### src/rtl/irq_ctrl_pkg.sv
// Shared definitions for irq_ctrl: register offsets, id width, MTIMECMP reset value
// and the address decode / priority helpers.
package irq_ctrl_pkg;

  localparam int unsigned IdW = 5;

  localparam logic [7:0] OffPending = 8'h00;
  localparam logic [7:0] OffEnable  = 8'h04;
  localparam logic [7:0] OffEdge    = 8'h08;
  localparam logic [7:0] OffClaim   = 8'h0C;
  localparam logic [7:0] OffMtimeLo = 8'h10;
  localparam logic [7:0] OffMtimeHi = 8'h14;
  localparam logic [7:0] OffCmpLo   = 8'h18;
  localparam logic [7:0] OffCmpHi   = 8'h1C;

  localparam logic [63:0] MtimecmpRst = {64{1'b1}};

  typedef logic [IdW-1:0] irq_id_t;

  typedef enum logic [2:0] {
    RegPending,
    RegEnable,
    RegEdge,
    RegClaim,
    RegMtimeLo,
    RegMtimeHi,
    RegCmpLo,
    RegCmpHi
  } reg_sel_e;

  typedef struct packed {
    logic     hit;
    reg_sel_e sel;
  } reg_dec_t;

  // Word address in, so the ignored byte-lane bits never reach the decoder.
  function automatic reg_dec_t reg_decode(input logic [5:0] waddr);
    reg_dec_t d;
    d.hit = 1'b1;
    d.sel = RegPending;
    unique case ({waddr, 2'b00})
      OffPending: d.sel = RegPending;
      OffEnable:  d.sel = RegEnable;
      OffEdge:    d.sel = RegEdge;
      OffClaim:   d.sel = RegClaim;
      OffMtimeLo: d.sel = RegMtimeLo;
      OffMtimeHi: d.sel = RegMtimeHi;
      OffCmpLo:   d.sel = RegCmpLo;
      OffCmpHi:   d.sel = RegCmpHi;
      default:    d.hit = 1'b0;
    endcase
    return d;
  endfunction

  // Returns index+1 of the lowest set bit, 0 when none is set.
  function automatic irq_id_t first_set(input logic [30:0] vec);
    irq_id_t id;
    id = '0;
    for (int i = 30; i >= 0; i--) begin
      if (vec[i]) id = irq_id_t'(i + 1);
    end
    return id;
  endfunction

endpackage

### src/rtl/irq_ctrl_if.sv
// Register access bus of irq_ctrl: strobe, direction, address, write and read data.
interface irq_ctrl_if;
  logic        reg_en;
  logic        reg_we;
  logic [7:0]  reg_addr;
  logic [31:0] reg_wdata;
  logic [31:0] reg_rdata;

  modport master (
    output reg_en, reg_we, reg_addr, reg_wdata,
    input  reg_rdata
  );

  modport slave (
    input  reg_en, reg_we, reg_addr, reg_wdata,
    output reg_rdata
  );
endinterface

### src/rtl/irq_timer.sv
// Machine timer: prescaled 64-bit mtime, mtimecmp and registered compare interrupt.
// Only instantiated when IRQ_CTRL_TIMER_EN is defined.
module irq_timer
  import irq_ctrl_pkg::*;
#(
  parameter int unsigned TIMER_DIV = 1
) (
  input  logic        clk,
  input  logic        rst_n,
  input  logic        wr_mtime_lo_i,
  input  logic        wr_mtime_hi_i,
  input  logic        wr_cmp_lo_i,
  input  logic        wr_cmp_hi_i,
  input  logic [31:0] wdata_i,
  output logic [63:0] mtime_o,
  output logic [63:0] mtimecmp_o,
  output logic        timer_irq_o
);

  logic [15:0] presc_q, presc_d;
  logic [63:0] mtime_q, mtime_d;
  logic [63:0] cmp_q, cmp_d;
  logic        irq_q;
  logic        tick;

  assign tick = (presc_q == 16'(TIMER_DIV - 1));

  always_comb begin
    presc_d = tick ? 16'd0 : presc_q + 16'd1;
    mtime_d = tick ? mtime_q + 64'd1 : mtime_q;
    // A software write to either half takes precedence over this cycle's tick.
    if (wr_mtime_lo_i) mtime_d = {mtime_q[63:32], wdata_i};
    if (wr_mtime_hi_i) mtime_d = {wdata_i, mtime_q[31:0]};
    cmp_d = cmp_q;
    if (wr_cmp_lo_i) cmp_d[31:0] = wdata_i;
    if (wr_cmp_hi_i) cmp_d[63:32] = wdata_i;
  end

  always_ff @(posedge clk or negedge rst_n) begin
    if (!rst_n) begin
      presc_q <= '0;
      mtime_q <= '0;
      cmp_q   <= MtimecmpRst;
      irq_q   <= 1'b0;
    end else begin
      presc_q <= presc_d;
      mtime_q <= mtime_d;
      cmp_q   <= cmp_d;
      irq_q   <= (mtime_q >= cmp_q);
    end
  end

  assign mtime_o     = mtime_q;
  assign mtimecmp_o  = cmp_q;
  assign timer_irq_o = irq_q;

endmodule

### src/rtl/irq_ctrl.sv
// Interrupt controller: edge/level sources, fixed priority, claim/complete handshake.
// Define IRQ_CTRL_TIMER_EN to build the machine timer (irq_timer).
module irq_ctrl
  import irq_ctrl_pkg::*;
#(
  parameter int unsigned NUM_SRC   = 8,
  parameter int unsigned TIMER_DIV = 1
) (
  input  logic               clk,
  input  logic               rst_n,
  input  logic [NUM_SRC-1:0] src_i,
  irq_ctrl_if.slave          bus,
  output logic               int_req,
  output irq_id_t            int_id,
  output logic               timer_irq
);

  logic [NUM_SRC-1:0] src_q, src_qq, rise;
  logic [NUM_SRC-1:0] pending_q, pending_d;
  logic [NUM_SRC-1:0] enable_q, enable_d;
  logic [NUM_SRC-1:0] edge_q, edge_d;
  logic [NUM_SRC-1:0] active, svc_mask;
  logic               busy_q, busy_d;
  irq_id_t            isr_id_q, isr_id_d;
  logic [31:0]        rdata_q, rdata_d;
  logic [31:0]        tmr_rdata;
  reg_dec_t           dec;
  logic               rd_any, wr, claim_fire, complete_fire;
  irq_id_t            win_id;
  logic               unused_bits;

  assign unused_bits = ^{bus.reg_addr[1:0], bus.reg_wdata, 16'(TIMER_DIV)};

  assign dec    = reg_decode(bus.reg_addr[7:2]);
  assign rd_any = bus.reg_en & ~bus.reg_we;
  assign wr     = bus.reg_en & bus.reg_we & dec.hit;

  assign rise    = src_q & ~src_qq;
  assign active  = pending_q & enable_q;
  assign win_id  = first_set(31'(active));
  assign int_req = (|active) & ~busy_q;
  assign int_id  = win_id;

  assign claim_fire    = rd_any && dec.hit && (dec.sel == RegClaim) && !busy_q
                         && (win_id != '0);
  assign complete_fire = wr && (dec.sel == RegClaim) && busy_q
                         && (bus.reg_wdata[IdW-1:0] == isr_id_q);

  // Edge sources: a rise coinciding with their own claim keeps the bit set.
  always_comb begin
    for (int i = 0; i < NUM_SRC; i++) begin
      svc_mask[i] = busy_q && (isr_id_q == irq_id_t'(i + 1));
      if (edge_q[i]) begin
        pending_d[i] = rise[i]
                       | (pending_q[i] & ~(claim_fire && (win_id == irq_id_t'(i + 1))));
      end else begin
        pending_d[i] = src_q[i] & ~svc_mask[i];
      end
    end
  end

  always_comb begin
    enable_d = enable_q;
    edge_d   = edge_q;
    busy_d   = busy_q;
    isr_id_d = isr_id_q;
    if (wr && (dec.sel == RegEnable)) enable_d = bus.reg_wdata[NUM_SRC-1:0];
    if (wr && (dec.sel == RegEdge))   edge_d   = bus.reg_wdata[NUM_SRC-1:0];
    if (claim_fire) begin
      busy_d   = 1'b1;
      isr_id_d = win_id;
    end else if (complete_fire) begin
      busy_d = 1'b0;
    end
  end

  always_comb begin
    rdata_d = rdata_q;
    if (rd_any) begin
      rdata_d = '0;
      if (dec.hit) begin
        unique case (dec.sel)
          RegPending: rdata_d = 32'(pending_q);
          RegEnable:  rdata_d = 32'(enable_q);
          RegEdge:    rdata_d = 32'(edge_q);
          RegClaim:   rdata_d = claim_fire ? 32'(win_id) : 32'd0;
          RegMtimeLo, RegMtimeHi, RegCmpLo, RegCmpHi: rdata_d = tmr_rdata;
        endcase
      end
    end
  end

`ifdef IRQ_CTRL_TIMER_EN
  logic [63:0] mtime, mtimecmp;

  irq_timer #(
    .TIMER_DIV(TIMER_DIV)
  ) u_timer (
    .clk          (clk),
    .rst_n        (rst_n),
    .wr_mtime_lo_i(wr && (dec.sel == RegMtimeLo)),
    .wr_mtime_hi_i(wr && (dec.sel == RegMtimeHi)),
    .wr_cmp_lo_i  (wr && (dec.sel == RegCmpLo)),
    .wr_cmp_hi_i  (wr && (dec.sel == RegCmpHi)),
    .wdata_i      (bus.reg_wdata),
    .mtime_o      (mtime),
    .mtimecmp_o   (mtimecmp),
    .timer_irq_o  (timer_irq)
  );

  always_comb begin
    tmr_rdata = '0;
    case (dec.sel)
      RegMtimeLo: tmr_rdata = mtime[31:0];
      RegMtimeHi: tmr_rdata = mtime[63:32];
      RegCmpLo:   tmr_rdata = mtimecmp[31:0];
      RegCmpHi:   tmr_rdata = mtimecmp[63:32];
      default:    tmr_rdata = '0;
    endcase
  end
`else
  assign tmr_rdata = '0;
  assign timer_irq = 1'b0;
`endif

  always_ff @(posedge clk or negedge rst_n) begin
    if (!rst_n) begin
      src_q     <= '0;
      src_qq    <= '0;
      pending_q <= '0;
      enable_q  <= '0;
      edge_q    <= '0;
      busy_q    <= 1'b0;
      isr_id_q  <= '0;
      rdata_q   <= '0;
    end else begin
      src_q     <= src_i;
      src_qq    <= src_q;
      pending_q <= pending_d;
      enable_q  <= enable_d;
      edge_q    <= edge_d;
      busy_q    <= busy_d;
      isr_id_q  <= isr_id_d;
      rdata_q   <= rdata_d;
    end
  end

  assign bus.reg_rdata = rdata_q;

endmodule

### src/flat_wrapper.sv
// flat-port wrapper written by rule: the top's interface ports become plain ports
module irq_ctrl_flat import irq_ctrl_pkg::*;
#(
  parameter int unsigned NUM_SRC   = 8,
  parameter int unsigned TIMER_DIV = 1
)
  (clk, rst_n, src_i, int_req, int_id, timer_irq, bus_reg_en, bus_reg_we, bus_reg_addr, bus_reg_wdata, bus_reg_rdata);
  irq_ctrl_if bus_i ();
  input  logic clk;
  input  logic rst_n;
  input  logic [NUM_SRC-1:0] src_i;
  output logic int_req;
  output irq_id_t int_id;
  output logic timer_irq;
  input wire logic [$bits(bus_i.reg_en)-1:0] bus_reg_en;
  input wire logic [$bits(bus_i.reg_we)-1:0] bus_reg_we;
  input wire logic [$bits(bus_i.reg_addr)-1:0] bus_reg_addr;
  input wire logic [$bits(bus_i.reg_wdata)-1:0] bus_reg_wdata;
  output wire logic [$bits(bus_i.reg_rdata)-1:0] bus_reg_rdata;
  assign bus_i.reg_en = bus_reg_en;
  assign bus_i.reg_we = bus_reg_we;
  assign bus_i.reg_addr = bus_reg_addr;
  assign bus_i.reg_wdata = bus_reg_wdata;
  assign bus_reg_rdata = bus_i.reg_rdata;
  irq_ctrl #(.NUM_SRC(NUM_SRC), .TIMER_DIV(TIMER_DIV)) u_core (.clk(clk), .rst_n(rst_n), .src_i(src_i), .bus(bus_i), .int_req(int_req), .int_id(int_id), .timer_irq(timer_irq));
endmodule
### config.mk
export PLATFORM = sky130hd
export DESIGN_NAME = irq_ctrl_flat
export DESIGN_NICKNAME = d
export VERILOG_FILES = /design/src/rtl/irq_ctrl_pkg.sv /design/src/rtl/irq_ctrl_if.sv /design/src/rtl/irq_timer.sv /design/src/rtl/irq_ctrl.sv /design/src/flat_wrapper.sv
export SDC_FILE = /design/constraint.sdc
export NUM_CORES = 1
export LEC_CHECK = 0
export ABC_AREA = 1
export CAP_MARGIN = 30
export CORE_MARGIN = 3
export CORE_UTILIZATION = 30
export CTS_BUF_LIST = sky130_fd_sc_hd__clkbuf_2
export CTS_CLUSTER_SIZE = 10
export DETAILED_ROUTE_END_ITERATION = 12
export GPL_TIMING_DRIVEN = 0
export PLACE_DENSITY = 0.55
export SYNTH_ARGS = -nofsm -noshare
export SYNTH_HDL_FRONTEND = slang
export SYNTH_SLANG_ARGS = --single-unit
### constraint.sdc
create_clock -name clk -period 1.2 [get_ports clk]
set_input_delay 0.36 -clock clk [delete_from_list [all_inputs] [get_ports clk]]
set_output_delay 0.36 -clock clk [all_outputs]
set_load 0.005 [all_outputs]
# == Yosys cells after proc, flatten, opt, wreduce, memory -nomap -nowiden ==
# Index checks and enable logic that the tools add are counted.
# Widths: inputs -> output; s select.
# totals
ff_bits,78
input_bits,52
output_inout_bits,39
# classes
muxes,23
n_bitwise,49
reduce_logical,33
eq_ne,31
# op_table
cell,count
$pmux 32 s5,1
$mux 4,9
$mux 32,1
$logic_and 1x1->1,25
$eq 6x3->1 const B,4
$pmux 3 s7,1
$and 1x1->1,20
$eq 5x3->1 const B,4
$not 1->1,18
$and 8x8->8,2
$eq 4x3->1 const B,4
$reduce_or 8->1,2
$eq 3x3->1 const B,4
$eq 6x2->1 const B,2
$mux 1,11
$eq 5x2->1 const B,2
$eq 4x2->1 const B,2
$not 8->8,1
$or 1x1->1,8
$eq 3x2->1 const B,2
$eq 6x1->1 const B,1
$logic_not 6->1,1
$eq 5x1->1 const B,1
$eq 5x4->1 const B,1
other kinds (9),9

# == Depth between registers and ports, before layout ==
# Gate-level depths: netlist (run 1).
# logic_depth
depth_word,16
mapped_depth,12

# == Least setup slack after synthesis (run 1) ==
# OpenSTA, ideal clock, no wires.
# synth_timing
kind,reg2reg
start,register u_core.pending_q[0]
end,register u_core.pending_q[5]
required_ns,1.074
path_buffers,0
path_stages_with_launch,9
synth_period_minus_slack_ns,1.280
setup_slack_ns,-0.080
arrival_ns,1.154
path_cell_list,dfrtp_1 nand2_2 inv_1 nor2_1 nand2_1 inv_1 nand3_2 o21ai_0 a21oi_1
# synth_between
elab_chain_len,9
word_cells_on_any_way,10
classes_between,eq/ne: 1; mux: 2; bitwise: 4; reduce/logical: 3
# synth_lines
element,line_no,text
start: declaration,irq_ctrl.sv:19,"logic [NUM_SRC-1:0] pending_q, pending_d;"
start signal: assignment,irq_ctrl.sv:139,pending_q <= pending_d;
$and 8x8->8 *,irq_ctrl.sv:39,assign active = pending_q & enable_q;
$mux 4 *,irq_ctrl_pkg.sv:60,if (vec[i]) id = irq_id_t'(i + 1);
net int_id[2],flat_wrapper.sv:13,output irq_id_t int_id;
$reduce_bool 5->1,irq_ctrl.sv:45,&& (win_id != '0);
$logic_and 1x1->1,irq_ctrl.sv:45,
$logic_and 1x1->1 *,irq_ctrl.sv:55,| (pending_q[i] & ~(claim_fire && (win_id == irq_id_t'(i + 1))));
$not 1->1 *,irq_ctrl.sv:55,
$and 1x1->1 *,irq_ctrl.sv:55,
$or 1x1->1 *,irq_ctrl.sv:55,
$mux 1 *,irq_ctrl.sv:53,if (edge_q[i]) begin
net u_core.pending_d[5],irq_ctrl.sv:19,
# Mark *: on every way through the listed nets, which the timed path passes. The rest lies on a longest branch.
# A chain may end at the register's enable or synchronous reset.

# == Worst setup path after layout (run 1) ==
# layout_timing
start,register u_core.enable_q[1]
end,output int_req
# layout_between
elab_chain_len,3
# layout_lines
element,line_no,text
start: declaration,irq_ctrl.sv:20,"logic [NUM_SRC-1:0] enable_q, enable_d;"
start signal: assignment,irq_ctrl.sv:140,enable_q <= enable_d;
$and 8x8->8,irq_ctrl.sv:39,
$reduce_or 8->1,irq_ctrl.sv:41,assign int_req = (|active) & ~busy_q;
$and 1x1->1,irq_ctrl.sv:41,
end: declaration,flat_wrapper.sv:12,output logic int_req;
# No other way between the ends.

==> results.md, run 1 <==
* Slowest cell on crit path: dfrtp_1
* Routed vias at 2470
* Initial antenna violation count at 0
* All-Layer GR Usage at 0.147
* Unrepaired setup endpoints after global routing: true
* Row cnt at 34
* Post-route minimum period at 2020 ps
* Clock Tree Buf Depth at 2
* Seq pwr share at 0.556
* Core area at 8850 sq um
* Ranking of synthesized cells by area: dfrtp_1 48%, nand2_1 12%, buf_4 7.3%
* Commonest cells after routing, fill and taps aside: 62 x nand2_1, 59 x buf_4, 53 x dfrtp_1
* Mapped Cells at 342
* Final WS setup at -820 ps
* Most common cell on crit path: nand2_2
* CP Cell Sequence: nand2_2 > buf_4 > nand2_1 > nor2_1 > nand2_2 > inv_2 > nor2_2 > buf_2
* Clock latency on the worst-skew pair at 470 ps
* Post-place setup slack at -806 ps
* Yosys reg bits at 53
* Fillers at 893
* Crit path arrival time at 1660 ps
* GP Congestion at 0.915
* Wire per inst at 13.1 microns
* Distinct cells, synth at 33
* Synth top area share at 0.478
* Die W at 102 microns
* Hold Fails Final Rpt at 0
* CTS root buffer: clkbuf_2
* I/O pin total at 91
* Largest net degree at the start of global routing at 40
* Fin nets at 507
* Post-synthesis async set-or-reset flop share at 1.00
* Comb pwr share at 0.151
* Clock Power Share at 0.293
* Final Max Tran Viols at 0
* Register area at 1330 sq um
* Post-Route WL at 7380 microns
* CTS H-tree lvls at 2
* DP HPWL at 5360 microns
* Int Pwr at 2.48 mW
* TritonCTS sink count at 53
* Worst stage delay on the critical path at 490 ps
* Initial DRC Count at 115
* Synth Flop Type: dfrtp_1
* DRT antenna net count at 0
* PD cells at 840 nW/um^2
* First-pass GRT wire length at 11800 microns
* Multi-input logic area at 1410 sq um
* Number of synthesized flops with an enable pin at 0
* Worst Hold Class: in2async
* Residual DRC at 0
* Worst Path Buf+Inv at 3
* Area growth, synth to finish at 46.3%
* Critical path class: reg2out
* Final Power at 3.41 mW
* Grt total ovfl at 0
* Number of setup violations in the final report at 31
* Commonest non-fill, non-tap cell in the layout: nand2_1
* TritonCTS buffer count at 5
* Net switching power figure at 0.923 mW
* Crit-path max FO at 3
* Vias in the first global route at 2373
* Pleak at 2.12 nW
* Initial Utilization at 0.313
* Die area at 10400 sq um
* Die height at 102 microns
* DR vias/cell at 4.38
* Worst setup SP type: register
* Share of layout cells above drive strength 1 at 0.393
* Crit end category: output pin
* Clock Skew at 23.5 ps
* Worst-path clk slew at 290 ps
* Sequential area share after synthesis at 0.478
* Ant diodes at 0
* DR pass1 iterations at 4
* Synthesized area per cell at 8.11 sq um
* Sw Ratio at 0.271
* Final cycle utilization of the critical path at 1.68
* CTS tree: built
* Buffers on Ports at 38
* Maxcap violations at 0
* Max IR drop VDD at 0.507 mV
* CP required at 840 ps
* Fmax achieved at 495 MHz
* Delay-heaviest family, CP: flip-flops
* Yosys warnings at 0
* Status: complete, but fails checks
* Failing checks: negative setup slack
* Top cell type by total area after synthesis: dfrtp_1
* Netlist Area Pre-Place at 2770 sq um
-- routing by layer --
layer	vias up	GRT usage	share of wire
li1	1261	-	-
met1	1124	0.199	0.46
met2	75	0.236	0.46
met3	10	0.0396	0.063
met4	0	0.0333	0.015
met5	-	0	0
-- power by group through the flow --
stage / Clock (mW) / Sequential (mW) / Combinational, mW
finish: 0.998 / 1.90 / 0.514
CTS: 1.04 / 1.90 / 0.490
global route: 1.10 / 1.91 / 0.572
floorplan: 0 / 1.91 / 0.220
detailed placement: 0 / 1.92 / 0.428
global placement: 0 / 1.92 / 0.418
-- synthesized netlist by cell type (2+ instances only) --
cell and count:
a21oi_1 24, buf_4 27, clkinv_1 2, dfrtp_1 53
inv_1 43, inv_2 6, nand2_1 87, nand2_2 3
nand3_1 14, nand3_2 2, nand4_1 2, nor2_1 19
nor2_2 3, nor2_4 3, nor3_1 3, o21ai_0 26
o21ai_2 9
-- path summary, 6_finish.rpt --
path,from,end,slack [ps],cells past startpoint
worst min-delay path,rst_n,u_core.bus.reg_rdata[6]$_DFFE_PN0P_,270,2
min in group clk,src_i[4],u_core.src_q[4]$_DFF_PN0_,270,1
worst max-delay path,u_core.enable_q[1]$_DFFE_PN0P_,int_req,-820,8
max in group asynchronous,rst_n,u_core.src_q[0]$_DFF_PN0_,390,3
worst max register to register,u_core.pending_q[5]$_DFF_PN0_,u_core.pending_q[1]$_DFF_PN0_,-460,10
worst min register to register,u_core.src_q[2]$_DFF_PN0_,u_core.src_qq[2]$_DFF_PN0_,440,0
-- flip-flops by register name, indices dropped and copies added (netlist names) --
| signal | count |
|---|---|
| u_core.src_q | 8 |
| u_core.edge_q | 8 |
| u_core.isr_id_q | 4 |
| u_core.pending_q | 8 |
| u_core.src_qq | 8 |
| u_core.busy_q | 1 |
| u_core.bus.reg_rdata | 8 |
| u_core.enable_q | 8 |
-- cell type report --
cell class                      count  share of cell area
Multi-Input combinational cell    235               0.348
Sequential cell                    53               0.327
Timing Repair Buffer               80               0.166
Buffer                             28              0.0558
Inverter                           51              0.0509
Tap cell                          108              0.0333
Clock inverter                      3              0.0117
Clock buffer                        5             0.00617
Timing Repair inverter              1             0.00123
-- repair_timing --
item | in CTS | in global routing
gates cloned | 2 | 0
hold buffers | 1 | 0
pin swaps | 27 | 21
buffers inserted | 36 | 7
resized for setup | 121 | 38
endpoints found under the setup margin | 50 | 38
hold endpoints to repair | 14 | 0
-- logic make-up (layout without fill, tap and decap cells) --
logic type / Yosys count / after routing / share of synthesized area
AND/OR/NAND/NOR: 141 / 141 / 0.232
buffers and inverters: 79 / 168 / 0.146
AO/OA/AOI/OAI: 67 / 67 / 0.139
flip-flops: 53 / 53 / 0.478
other: 1 / 26 / 0.00135
XOR/XNOR: 1 / 1 / 0.00316
-- metrics by stage --
step / setup TNS [ps] / std cells / instance area (sq um) / hold slack (ps) / utilization
floorplan: -762 / 367 / 2890 / 64.4 / -
finish: -11950 / 564 / 4060 / 265 / 0.459
global placement: -129490 / 513 / 3410 / 387 / 0.385
global route: -14820 / 564 / 4060 / 212 / 0.459
detailed placement: -29060 / 514 / 3420 / 299 / 0.387
CTS: -11930 / 559 / 3900 / 249 / 0.441
Power figures use the tool's default switching activity.
==> inputs of run 2 (changes only) <==
--- a/config.mk
+++ b/config.mk
@@ -13,7 +13,7 @@
 export CTS_CLUSTER_SIZE = 10
 export DETAILED_ROUTE_END_ITERATION = 12
 export GPL_TIMING_DRIVEN = 0
-export PLACE_DENSITY = 0.55
+export PLACE_DENSITY = 0.53
 export SYNTH_ARGS = -nofsm -noshare
 export SYNTH_HDL_FRONTEND = slang
 export SYNTH_SLANG_ARGS = --single-unit
==> constraint.sdc (replaced) <==
create_clock -name clk -period 2.2 [get_ports clk]
set_input_delay 0.66 -clock clk [delete_from_list [all_inputs] [get_ports clk]]
set_output_delay 0.66 -clock clk [all_outputs]
set_load 0.005 [all_outputs]
==> results.md, run 2 (synthesis gave the netlist of run 1 again) <==
* Status: complete, but fails checks
* Failing checks: negative setup slack
* Maxcap violations at 0
* Largest net degree at the start of global routing at 34
* Post-place setup slack at -140 ps
* Hold Fails Final Rpt at 0
* Wire per inst at 13.2 microns
* Initial antenna violation count at 0
* Post-route minimum period at 2270 ps
* Slew @ Worst Pin at 516 ps
* Worst-path clk slew at 280 ps
* Fmax achieved at 440 MHz
* Net switching power figure at 0.449 mW
* TritonCTS buffer count at 5
* Clock latency on the worst-skew pair at 450 ps
* Initial Utilization at 0.313
* Sw Ratio at 0.270
* Critical path class: reg2out
* Grt total ovfl at 0
* CP required at 1540 ps
* Row cnt at 34
* Number of setup violations in the final report at 2
* Core Util, Final at 0.423
* DRT antenna net count at 0
* Non-Filler Instances at 552
* Clock Skew at 34.8 ps
* Int Pwr at 1.21 mW
* Post-Route WL at 7290 microns
* First-pass GRT wire length at 11700 microns
* Fin nets at 497
* Comb pwr share at 0.157
* Final WS setup at -72.0 ps
* Unrepaired setup endpoints after global routing: true
* Worst stage delay on the critical path at 480 ps
* DP HPWL at 5390 microns
* Worst setup SP type: register
* Clock Power Share at 0.222
* Commonest non-fill, non-tap cell in the layout: nand2_1
* Area growth, synth to finish at 34.8%
* Max transition margin at 0.656
* DR pass1 iterations at 4
* Final cycle utilization of the critical path at 1.03
* Die area at 10400 sq um
* Share of layout cells above drive strength 1 at 0.295
* Most common cell on crit path: nor2_4
* CTS root buffer: clkbuf_2
* CP Cell Sequence: nand2_4 > buf_6 > inv_4 > nor2_4 > nand3_2 > nor2_4 > buf_2
* Ant diodes at 0
* Worst Hold Class: in2async
* Residual DRC at 0
* All-Layer GR Usage at 0.146
* Die W at 102 microns
* Clock Tree Buf Depth at 2
* Crit-path max FO at 3
* Hold-fix buffers, CTS at 0
* Core area at 8850 sq um
* Pleak at 1.94 nW
* Routed vias at 2407
* CTS H-tree lvls at 2
* Initial DRC Count at 108
* I/O pin total at 91
* Final instance area at 3740 sq um
* Placed Area at 3400 sq um
* Crit end category: output pin
* Max IR drop VDD at 0.208 mV
* Buffers on Ports at 38
* DR vias/cell at 4.36
* Slowest cell on crit path: dfrtp_1
* Post-Place Cells at 514
* Crit path arrival time at 1610 ps
* CTS tree: built
* Die height at 102 microns
* Final Max Tran Viols at 0
* Seq pwr share at 0.621
* TritonCTS sink count at 53
* Vias in the first global route at 2320
* PD cells at 445 nW/um^2
* Commonest cells after routing, fill and taps aside: 71 x nand2_1, 57 x buf_4, 53 x dfrtp_1
* GP Congestion at 0.959
run 2: power by group through the flow:
stage	Sequential, mW	Combinational (mW)	Clock [mW]
4_1_cts	1.03	0.252	0.389
2_1_floorplan	1.04	0.118	0
6_report	1.03	0.261	0.369
3_5_place_dp	1.05	0.230	0
5_1_grt	1.04	0.291	0.421
3_3_place_gp	1.05	0.225	0
run 2: path summary, 6_finish.rpt:
check                                              startpoint                             to  slack (ps)  cells past startpoint
max in group asynchronous                               rst_n      u_core.src_q[7]$_DFF_PN0_        1500                      2
min in group clk                    u_core.src_q[3]$_DFF_PN0_     u_core.src_qq[3]$_DFF_PN0_         400                      0
worst min-delay path                                    rst_n  u_core.pending_q[3]$_DFF_PN0_         120                      1
worst max register to register  u_core.pending_q[0]$_DFF_PN0_  u_core.pending_q[2]$_DFF_PN0_         500                     12
worst min register to register      u_core.src_q[3]$_DFF_PN0_     u_core.src_qq[3]$_DFF_PN0_         400                      0
worst max-delay path            u_core.pending_q[0]$_DFF_PN0_                      int_id[3]         -70                      7
run 2: timing repair:
| action | in CTS | in global routing |
|---|---|---|
| resized for setup | 48 | 7 |
| buffers inserted | 25 | 7 |
| setup endpoints to repair | 5 | 5 |
| pin swaps | 16 | 14 |
run 2: critical path, delay by kind of cell (launching register included):
kind / cells / cell delay, ps
buffers and inverters: 3 / 260
DFF: 1 / 480
and+or+nand+nor: 4 / 410
run 2: final cells by class:
| class | count | area, sq um |
|---|---|---|
| Buffer | 28 | 214 |
| Clock buffer | 5 | 25.0 |
| Clock inverter | 1 | 5.00 |
| Fill cell | 937 | 5110 |
| Inverter | 51 | 194 |
| Multi-Input combinational cell | 235 | 1210 |
| Sequential cell | 53 | 1330 |
| Tap cell | 108 | 135 |
| Timing Repair Buffer | 71 | 631 |
run 2: metrics by stage:
step	hold WS (ps)	setup TNS (ps)	power, mW
6_report	117	-125	1.66
3_3_place_gp	390	-66530	1.27
2_1_floorplan	364	0	1.16
3_5_place_dp	394	-2060	1.28
4_1_cts	104	-130	1.67
5_1_grt	127	-490	1.75
run 2: metal layers:
layer	wire, microns	share of wire	vias up	track usage
met2	3270	0.45	70	0.227
met5	0	0	-	0
met4	158	0.022	0	0.0454
met1	3430	0.47	1091	0.206
li1	-	-	1234	-
met3	428	0.059	12	0.0287
